**config.mk**
```make
export PLATFORM = sky130hd
export DESIGN_NAME = swervolf_flash_reader
export DESIGN_NICKNAME = d
export VERILOG_FILES = /design/src/rtl/swervolf_flash_pkg.sv /design/src/rtl/swervolf_spi_clkgen.sv /design/src/rtl/swervolf_flash_reader.sv
export SDC_FILE = /design/constraint.sdc
export NUM_CORES = 1
export LEC_CHECK = 0
export ABC_AREA = 1
export CAP_MARGIN = 20
export CORE_ASPECT_RATIO = 1.2
export CORE_UTILIZATION = 30
export CTS_CLUSTER_SIZE = 25
export DETAILED_ROUTE_END_ITERATION = 7
export REMOVE_ABC_BUFFERS = 1
export SLEW_MARGIN = 20
export SYNTH_ARGS = -nofsm -noshare
export SYNTH_HDL_FRONTEND = slang
export SYNTH_SLANG_ARGS = --single-unit
export TNS_END_PERCENT = 5
```
**constraint.sdc**
```tcl
create_clock -name clk -period 2.8 [get_ports clk]
set_input_delay 0.56 -clock clk [delete_from_list [all_inputs] [get_ports clk]]
set_output_delay 0.56 -clock clk [all_outputs]
set_load 0.01 [all_outputs]
```
**src/rtl/swervolf_flash_pkg.sv**
```systemverilog
// ============================================================================
// Module : swervolf_flash_pkg
// Brief  : Shared constants and FSM state type for the SPI flash reader.
// Rev    : 1.0 - initial release
// ============================================================================
`default_nettype none

package swervolf_flash_pkg;

   localparam logic [7:0] CMD_READ  = 8'h03;
   localparam int         ADDR_BITS = 24;
   localparam int         CMD_BITS  = 8;

   typedef enum logic [2:0] {
      IDLE    = 3'd0,
      CMD     = 3'd1,
      ADDR    = 3'd2,
      DATA    = 3'd3,
      CS_HOLD = 3'd4,
      CS_GAP  = 3'd5
   } state_e;

endpackage

`default_nettype wire

```
**src/rtl/swervolf_spi_clkgen.sv**
```systemverilog
// ============================================================================
// Module : swervolf_spi_clkgen
// Brief  : SPI mode-0 clock generator with edge strobes, enable and stall.
// Rev    : 1.0 - initial release
// ============================================================================
`default_nettype none

module swervolf_spi_clkgen #(
   parameter int CLK_DIV = 2
) (
   input  logic clk,
   input  logic rstn,
   input  logic i_en,
   input  logic i_stall,
   output logic o_sclk,
   output logic o_rise_stb,
   output logic o_fall_stb
);

   localparam logic [7:0] TICK_LAST = 8'(CLK_DIV - 1);

   logic [7:0] cnt_q, cnt_d;
   logic       sclk_q, sclk_d;
   logic       w_tick;
   logic       w_hold;

   assign w_tick = (cnt_q == TICK_LAST);
   // A stall only freezes the low phase, so SCLK can never be parked high.
   assign w_hold = i_stall && !sclk_q;

   assign o_rise_stb = i_en && !w_hold && w_tick && !sclk_q;
   assign o_fall_stb = i_en && w_tick && sclk_q;
   assign o_sclk     = sclk_q;

   always_comb begin
      cnt_d  = cnt_q;
      sclk_d = sclk_q;
      if (!i_en) begin
         cnt_d  = '0;
         sclk_d = 1'b0;
      end else if (!w_hold) begin
         if (w_tick) begin
            cnt_d  = '0;
            sclk_d = !sclk_q;
         end else begin
            cnt_d = cnt_q + 8'd1;
         end
      end
   end

   always_ff @(posedge clk or negedge rstn) begin
      if (!rstn) begin
         cnt_q  <= '0;
         sclk_q <= 1'b0;
      end else begin
         cnt_q  <= cnt_d;
         sclk_q <= sclk_d;
      end
   end

endmodule

`default_nettype wire

```
**src/rtl/swervolf_flash_reader.sv**
```systemverilog
// ============================================================================
// Module : swervolf_flash_reader
// Brief  : SPI flash READ (0x03) sequencer streaming bytes over valid/ready.
// Rev    : 1.0 - initial release
// ============================================================================
`default_nettype none

module swervolf_flash_reader
   import swervolf_flash_pkg::*;
#(
   parameter int CLK_DIV = 2,
   parameter int LEN_W   = 16
) (
   input  logic             clk,
   input  logic             rstn,
   input  logic             i_start,
   input  logic [23:0]      i_addr,
   input  logic [LEN_W-1:0] i_len,
   input  logic             i_abort,
   output logic             o_busy,
   output logic             o_done,
   output logic             o_aborted,
   output logic [7:0]       o_data,
   output logic             o_valid,
   input  logic             i_ready,
   output logic             o_flash_sclk,
   output logic             o_flash_cs_n,
   output logic             o_flash_mosi,
   input  logic             i_flash_miso
);

   localparam logic [5:0]       CMD_LAST  = 6'(CMD_BITS - 1);
   localparam logic [5:0]       ADDR_LAST = 6'(ADDR_BITS - 1);
   localparam logic [5:0]       BYTE_LAST = 6'd7;
   localparam logic [8:0]       HOLD_LAST = 9'(CLK_DIV - 1);
   localparam logic [8:0]       GAP_LAST  = 9'(2 * CLK_DIV - 1);
   localparam logic [LEN_W-1:0] LEN_ONE   = LEN_W'(1);

   state_e           state_q, state_d;
   logic             cs_n_q, cs_n_d;
   logic [31:0]      tx_q, tx_d;
   logic [6:0]       rx_q, rx_d;
   logic [7:0]       data_q, data_d;
   logic             valid_q, valid_d;
   logic [5:0]       bitcnt_q, bitcnt_d;
   logic [LEN_W-1:0] rem_q, rem_d;
   logic [8:0]       wcnt_q, wcnt_d;
   logic             abort_q, abort_d;
   logic             done_q, done_d;
   logic             aborted_q, aborted_d;
   logic             sample_q;

   logic w_sclk, w_rise, w_fall;
   logic w_active, w_abort, w_drain, w_stall;

   assign w_active = (state_q == CMD) || (state_q == ADDR) || (state_q == DATA);
   assign w_abort  = i_abort && (state_q != IDLE);
   assign w_drain  = (state_q == DATA) && (rem_q == '0);
   // Hold the byte-completing rise while the previous byte is still unclaimed;
   // once all bytes are in, park SCLK low until the last one is taken.
   assign w_stall  = w_drain ||
                     ((state_q == DATA) && (bitcnt_q == BYTE_LAST) && valid_q && !i_ready);

   swervolf_spi_clkgen #(
      .CLK_DIV (CLK_DIV)
   ) u_clkgen (
      .clk        (clk),
      .rstn       (rstn),
      .i_en       (w_active && !i_abort),
      .i_stall    (w_stall),
      .o_sclk     (w_sclk),
      .o_rise_stb (w_rise),
      .o_fall_stb (w_fall)
   );

   always_comb begin
      state_d   = state_q;
      cs_n_d    = cs_n_q;
      tx_d      = tx_q;
      rx_d      = rx_q;
      data_d    = data_q;
      valid_d   = valid_q;
      bitcnt_d  = bitcnt_q;
      rem_d     = rem_q;
      wcnt_d    = wcnt_q;
      abort_d   = abort_q;
      done_d    = 1'b0;
      aborted_d = 1'b0;

      if (valid_q && i_ready) valid_d = 1'b0;
      if (w_fall)             tx_d    = {tx_q[30:0], 1'b0};

      case (state_q)
         IDLE: begin
            if (i_start) begin
               if (i_len == '0) begin
                  done_d = 1'b1;
               end else begin
                  state_d  = CMD;
                  cs_n_d   = 1'b0;
                  tx_d     = {CMD_READ, i_addr};
                  rem_d    = i_len;
                  bitcnt_d = '0;
                  abort_d  = 1'b0;
               end
            end
         end
         CMD: begin
            if (sample_q) begin
               if (bitcnt_q == CMD_LAST) begin
                  state_d  = ADDR;
                  bitcnt_d = '0;
               end else begin
                  bitcnt_d = bitcnt_q + 6'd1;
               end
            end
         end
         ADDR: begin
            if (sample_q) begin
               if (bitcnt_q == ADDR_LAST) begin
                  state_d  = DATA;
                  bitcnt_d = '0;
               end else begin
                  bitcnt_d = bitcnt_q + 6'd1;
               end
            end
         end
         DATA: begin
            if (sample_q) begin
               rx_d = {rx_q[5:0], i_flash_miso};
               if (bitcnt_q == BYTE_LAST) begin
                  bitcnt_d = '0;
                  data_d   = {rx_q, i_flash_miso};
                  valid_d  = 1'b1;
                  rem_d    = rem_q - LEN_ONE;
               end else begin
                  bitcnt_d = bitcnt_q + 6'd1;
               end
            end else if (w_drain && !w_sclk && (!valid_q || i_ready)) begin
               state_d = CS_HOLD;
               wcnt_d  = '0;
            end
         end
         CS_HOLD: begin
            if (wcnt_q == HOLD_LAST) begin
               state_d = CS_GAP;
               cs_n_d  = 1'b1;
               wcnt_d  = '0;
            end else begin
               wcnt_d = wcnt_q + 9'd1;
            end
         end
         CS_GAP: begin
            if (wcnt_q == GAP_LAST) begin
               state_d   = IDLE;
               done_d    = 1'b1;
               aborted_d = abort_q;
            end else begin
               wcnt_d = wcnt_q + 9'd1;
            end
         end
         default: state_d = IDLE;
      endcase

      if (w_abort) begin
         state_d = CS_HOLD;
         wcnt_d  = '0;
         valid_d = 1'b0;
         abort_d = 1'b1;
         tx_d    = '0;
      end
   end

   always_ff @(posedge clk or negedge rstn) begin
      if (!rstn) begin
         state_q   <= IDLE;
         cs_n_q    <= 1'b1;
         tx_q      <= '0;
         rx_q      <= '0;
         data_q    <= '0;
         valid_q   <= 1'b0;
         bitcnt_q  <= '0;
         rem_q     <= '0;
         wcnt_q    <= '0;
         abort_q   <= 1'b0;
         done_q    <= 1'b0;
         aborted_q <= 1'b0;
         sample_q  <= 1'b0;
      end else begin
         state_q   <= state_d;
         cs_n_q    <= cs_n_d;
         tx_q      <= tx_d;
         rx_q      <= rx_d;
         data_q    <= data_d;
         valid_q   <= valid_d;
         bitcnt_q  <= bitcnt_d;
         rem_q     <= rem_d;
         wcnt_q    <= wcnt_d;
         abort_q   <= abort_d;
         done_q    <= done_d;
         aborted_q <= aborted_d;
         sample_q  <= w_rise;
      end
   end

   assign o_busy       = (state_q != IDLE);
   assign o_done       = done_q;
   assign o_aborted    = aborted_q;
   assign o_data       = data_q;
   assign o_valid      = valid_q;
   assign o_flash_sclk = w_sclk;
   assign o_flash_cs_n = cs_n_q;
   assign o_flash_mosi = tx_q[31];

endmodule

`default_nettype wire

```
Yosys cells after proc, flatten, opt, wreduce, memory -nomap -nowiden --
Cells that the tools add are included.
Storage, ports and cells: latch bits 0, memory bits (writable) 0, memories kept 0, word-level logic and storage cells 152, bits of input ports 46, ROM bits 0, register bits 96
Operators by class: div/mod/pow operators 0, eq/ne operators 31, bitwise operators 0, magnitude comparators 0, multipliers 0, shift operators 0, reduce and logical (&&, ||, !) cells 44, add/sub/neg operators 4, muxes and demuxes 58
Operators by type and width (number):
- two-way mux 32 bit | 5
- two-way mux 16 bit | 4
- two-way mux 9 bit | 5
- two-way mux 6 bit | 6
- two-way mux 3 bit | 11
- logical NOT 16 bit | 2
- case mux 16 bit (2 select lines) | 1
- case mux 9 bit (3 select lines) | 1
- two-way mux 8 bit | 3
- != test 3 bit (second input constant) | 8
- two-way mux 1 bit | 18
- case mux 3 bit (6 select lines) | 1
- case mux 6 bit (3 select lines) | 1
- != test 2 bit (second input constant) | 8
- subtractor 16 x 1 -> 16 bit (second input constant) | 1
- logical AND 1 bit | 15
- AND reduction 10 bit | 1
- AND reduction 5 bit | 2
- adder 9 x 1 -> 9 bit (second input constant) | 1
- == test 9 x 1 -> 1 bit (second input constant) | 1
- == test 9 x 2 -> 1 bit (second input constant) | 1
- != test 3 x 2 -> 1 bit (second input constant) | 3
- adder 8 x 1 -> 8 bit (second input constant) | 1
- == test 8 x 1 -> 1 bit (second input constant) | 1
- other kinds (18) | 36

Depth between registers and ports, before layout --
depth after elaboration 11, mapped depth 13, mapped depth without buffers 13

Cells and area by module --
Synthesis repeated with hierarchy kept, for this count alone.
Unflattened totals: cells, all modules 718, area, all modules 5442.7 µm²
Modules (own cells, without submodules):
- swervolf_flash_reader | area an instance 4830.9 µm², seq. area each 2178.3 µm², times used 1, cells each 637
- swervolf_spi_clkgen | area an instance 611.8 µm², seq. area each 225.2 µm², times used 1, cells each 81

Worst setup path before layout --
No wires, ideal clock.
kind reg2reg, start register u_clkgen.cnt_q[1], end register tx_q[10], path buffers 1, stages on the path, launching flop included 9, arrival time 1.442 ns, library setup time 0.133 ns, slack 1.225 ns, cells stage by stage dfrtp_1 inv_1 ha_1 nand2_1 nor2_1 nand3_4 clkbuf_2 o21ai_1 a21oi_1
On the way: cells in the longest elaborated chain, start to end 8
Ends and longest elaborated chain:
- start, declared | line swervolf_spi_clkgen.sv:22 | logic [7:0] cnt_q, cnt_d;
- start signal, assigned | line swervolf_spi_clkgen.sv:56 | cnt_q <= cnt_d;
- == test 8 x 1 -> 1 bit * | line swervolf_spi_clkgen.sv:27 | assign w_tick = (cnt_q == TICK_LAST);
- logical AND 1 bit * (2 in series) | line swervolf_spi_clkgen.sv:32 | assign o_fall_stb = i_en && w_tick && sclk_q;
- two-way mux 32 bit * | line swervolf_flash_reader.sv:91 | if (w_fall) tx_d = {tx_q[30:0], 1'b0};
- two-way mux 32 bit | line swervolf_flash_reader.sv:96 | if (i_len == '0) begin
- two-way mux 32 bit | line swervolf_flash_reader.sv:95 | if (i_start) begin
- two-way mux 32 bit * | line swervolf_flash_reader.sv:93 | case (state_q)
- two-way mux 32 bit * | line swervolf_flash_reader.sv:165 | if (w_abort) begin
- named net tx_d[10] | line swervolf_flash_reader.sv:41 | logic [31:0] tx_q, tx_d;
- end signal, assigned | line swervolf_flash_reader.sv:192 | tx_q <= tx_d;
- end, declared | line swervolf_flash_reader.sv:41
Mark *: on every way through the listed nets, which the timed path passes. The rest lies on a longest branch. A chain may end at the register's enable or synchronous reset.

Worst setup path after layout --
start register state_q[2], end output port o_busy
On the way: cells in the longest elaborated chain, start to end 1
Ends and longest elaborated chain:
- start, declared | line swervolf_flash_reader.sv:39 | state_e state_q, state_d;
- start signal, assigned | line swervolf_flash_reader.sv:190 | state_q <= state_d;
- nonzero test 3 bit | line swervolf_flash_reader.sv:206 | assign o_busy = (state_q != IDLE);
- end, declared | line swervolf_flash_reader.sv:20 | output logic o_busy,
No other way between the ends.

==> results.cfg <==
[yosys]
syn_area_per_cell_sq_um = 7.38
async_reset_ff_share_pct = 100
syn_area_sq_um = 5450
netlist_top_cells_count = 173 x nand2_1, 103 x inv_1, 95 x dfrtp_1
yosysMostFrequentCell = nand2_1
ys_top_cells_by_area = dfrtp_1 44%, nand2_1 12%, inv_1 7.1%
synth_seq_cells = 96
yosys_warnings = 0
synth_ff_type = dfrtp_1
yosysTopAreaCell = dfrtp_1
syn_inst = 739
yosysSeqAreaShare_pct = 44.1
synth_edf_count = 0
synth_top_area_share_pct = 43.6
synth_cell_types = 42

[clocking]
cts_resized = 0
clock_sinks = 96
cts_root_buffer = clkbuf_16
cts_made_buffers = 9
htreeDepth = 3
cts_tree = built
clockBufferDepth = 2
clkTransAtPathRegs_ns = 0.07
cts_hold_buf = 0
post-cts-setup-buffers = 0
clock_latency_ns = 0.36

[job]
maxCapViolations = 0

[finish]
regArea_sq_um = 2400
multi_input_area_sq_um = 2480
final_area_sq_um = 6580
final_cells = 1019
syn2layout_area_growth_pct = 20.6
fin_nets = 847
antenna_cells = 0
nFillCells = 1831
drive_gt1_share_pct = 5.88

[placed_design]
hpwl_mm = 8.98
pre_cts_slack_ns = 0.373
placed_area_sq_um = 6260
dpl.cell_count = 1003
gp_congestion = 0.803
port_buffers = 60

[worst_setup_path]
cp_max_fo = 6
cp_num_buf_inv = 2
critPathLaunchType = register
r2r-start = bitcnt_q[0]
path_cells = inv_2, nand2_4, clkdlybuf4s50_1
endpoint_kind = primary output
critical-path-slowest-cell = clkdlybuf4s50_1
max_stage_delay_ns = 0.58
path_class = register to primary output
crit_start = state_q[2]
crit_required_ns = 2.24
worstPathArrival_ns = 1.77
crit_family = buffers and inverters

[floorplanning]
rows = 53
dieArea_sq_um = 18700
core_sq_um = 17600
start_util_pct = 30.9
ios = 61
die_h_microns = 150
die_x_microns = 125

[timing]
rsz0062_at_grt = false
finalSetupViolations = 0
tightest_slew_ns = 0.534
fin_ws_ns = 0.473
slew_headroom_pct = 64.4
fmax_mhz = 430
hold_ws_ns = 0.188
period_share_pct = 83.1
fin_tns_setup_ns = 0
final_hold_viol_count = 0
finClkSkew_ns = 0.0117
period_needed_ns = 2.33
maxSlewViolCount = 0

[min_path]
hp-class = primary input to asynchronous set/reset pin

[drt]
route.met3.wl_microns = 513
drt-initial-drc-count = 359
top_layer = met4
via_count = 4751
routed_via_density = 4.66
met1Wirelength_mm = 5.82
drc = 0
wirelength_mm = 12.5
first_pass_iters = 8
postRouteAntennaNets = 0
route.met2.wl_mm = 6.03
post_drt_wl_per_cell_microns = 12.3

[power]
leakagePower_nw = 3.17
p_per_area_nw_per_um2 = 722
ir_worst_vdd_mv = 0.368

[status]
status = finished clean

[global_route]
grt_usage_pct = 14.2
antenna_found_initial = 0
grt_pass1_wl_mm = 21.3
grt_pass1_vias = 4418
overflow = 0
grt_start_max_net_pins = 62
-- worst register-to-register path, delay by kind of cell, from the launching register on --
family | cells | cell delay, ns
AND/OR/NAND/NOR | 8 | 0.97
AO/OA/AOI/OAI | 1 | 0.08
flip-flops | 1 | 0.38
buffers and inverters | 1 | 0.24
adder cells (fa/ha/maj) | 1 | 0.20
-- final timing paths --
kind                        endpoint  slack, ns  cells after the start
setup / recovery              o_busy       0.47                      3
hold / removal              rem_q[1]       0.19                      1
setup reg to reg            rem_q[3]       0.84                     11
hold reg to reg            rem_q[13]       0.48                      2
max in group asynchronous   tx_q[29]       1.90                      2
min in group clk           rem_q[13]       0.48                      2
-- state kept, by name (all words and copies together) (netlist names) --
signal / count
o_done: 1
abort_q: 1
u_clkgen.cnt_q: 8
o_data: 8
o_flash_cs_n: 1
wcnt_q: 9
rx_q: 7
u_clkgen.o_sclk: 1
bitcnt_q: 6
o_aborted: 1
tx_q: 32
sample_q: 1
o_valid: 1
rem_q: 16
state_q: 3
-- stage by stage --
step	power (mW)	utilization [%]
5_1_grt	5.14	37.3
4_1_cts	4.82	37.3
6_report	4.75	37.3
3_3_place_gp	3.45	35.5
3_5_place_dp	3.48	35.5
2_1_floorplan	2.96	-
-- cell families (layout without fill, tap and decap cells) --
family / Yosys count / after routing / synth area share (%)
xor+xnor: 8 / 8 / 1.28
compound gates: 156 / 156 / 15.3
simple gates: 340 / 340 / 27.2
flops: 96 / 96 / 44.1
mux: 1 / 1 / 0.184
buf+inv: 131 / 191 / 10.4
fa+ha+maj: 7 / 7 / 1.61
-- routing by layer --
| layer | track usage [%] | vias to the layer above |
|---|---|---|
| met2 | 23.7 | 73 |
| met3 | 3.00 | 9 |
| met5 | 0 | - |
| met1 | 18.1 | 2174 |
| met4 | 5.18 | 0 |
| li1 | - | 2495 |
-- layout by cell type, fill, tap and decap left out, types with 6 or more instances in the layout --
cell,Yosys,final
nor2_1,84,84
dfrtp_1,95,95
a21oi_1,34,34
xor2_1,7,7
a211oi_1,6,6
o21ai_1,31,31
nand2_1,173,173
inv_1,103,103
clkdlybuf4s50_1,0,59
clkbuf_16,0,9
nand3_1,48,48
ha_1,7,7
o21ai_0,73,73
nand4_1,13,13
buf_4,3,7
-- power by group --
part           total, mW  switching [mW]  internal, mW
registers           1.89           0.224          1.66
clock network       1.31           0.594         0.714
logic               1.55           0.994         0.557
total               4.75            1.81          2.93
-- area by class of cell --
class / instances / area share [%]
inverter: 106 / 6.05
multi-input combinational: 512 / 37.8
timing repair buffer: 69 / 10.7
sequential: 96 / 36.5
clock buffer: 9 / 3.42
clock inverter: 7 / 1.31
tap: 220 / 4.19
Power figures use the tool's default switching activity.
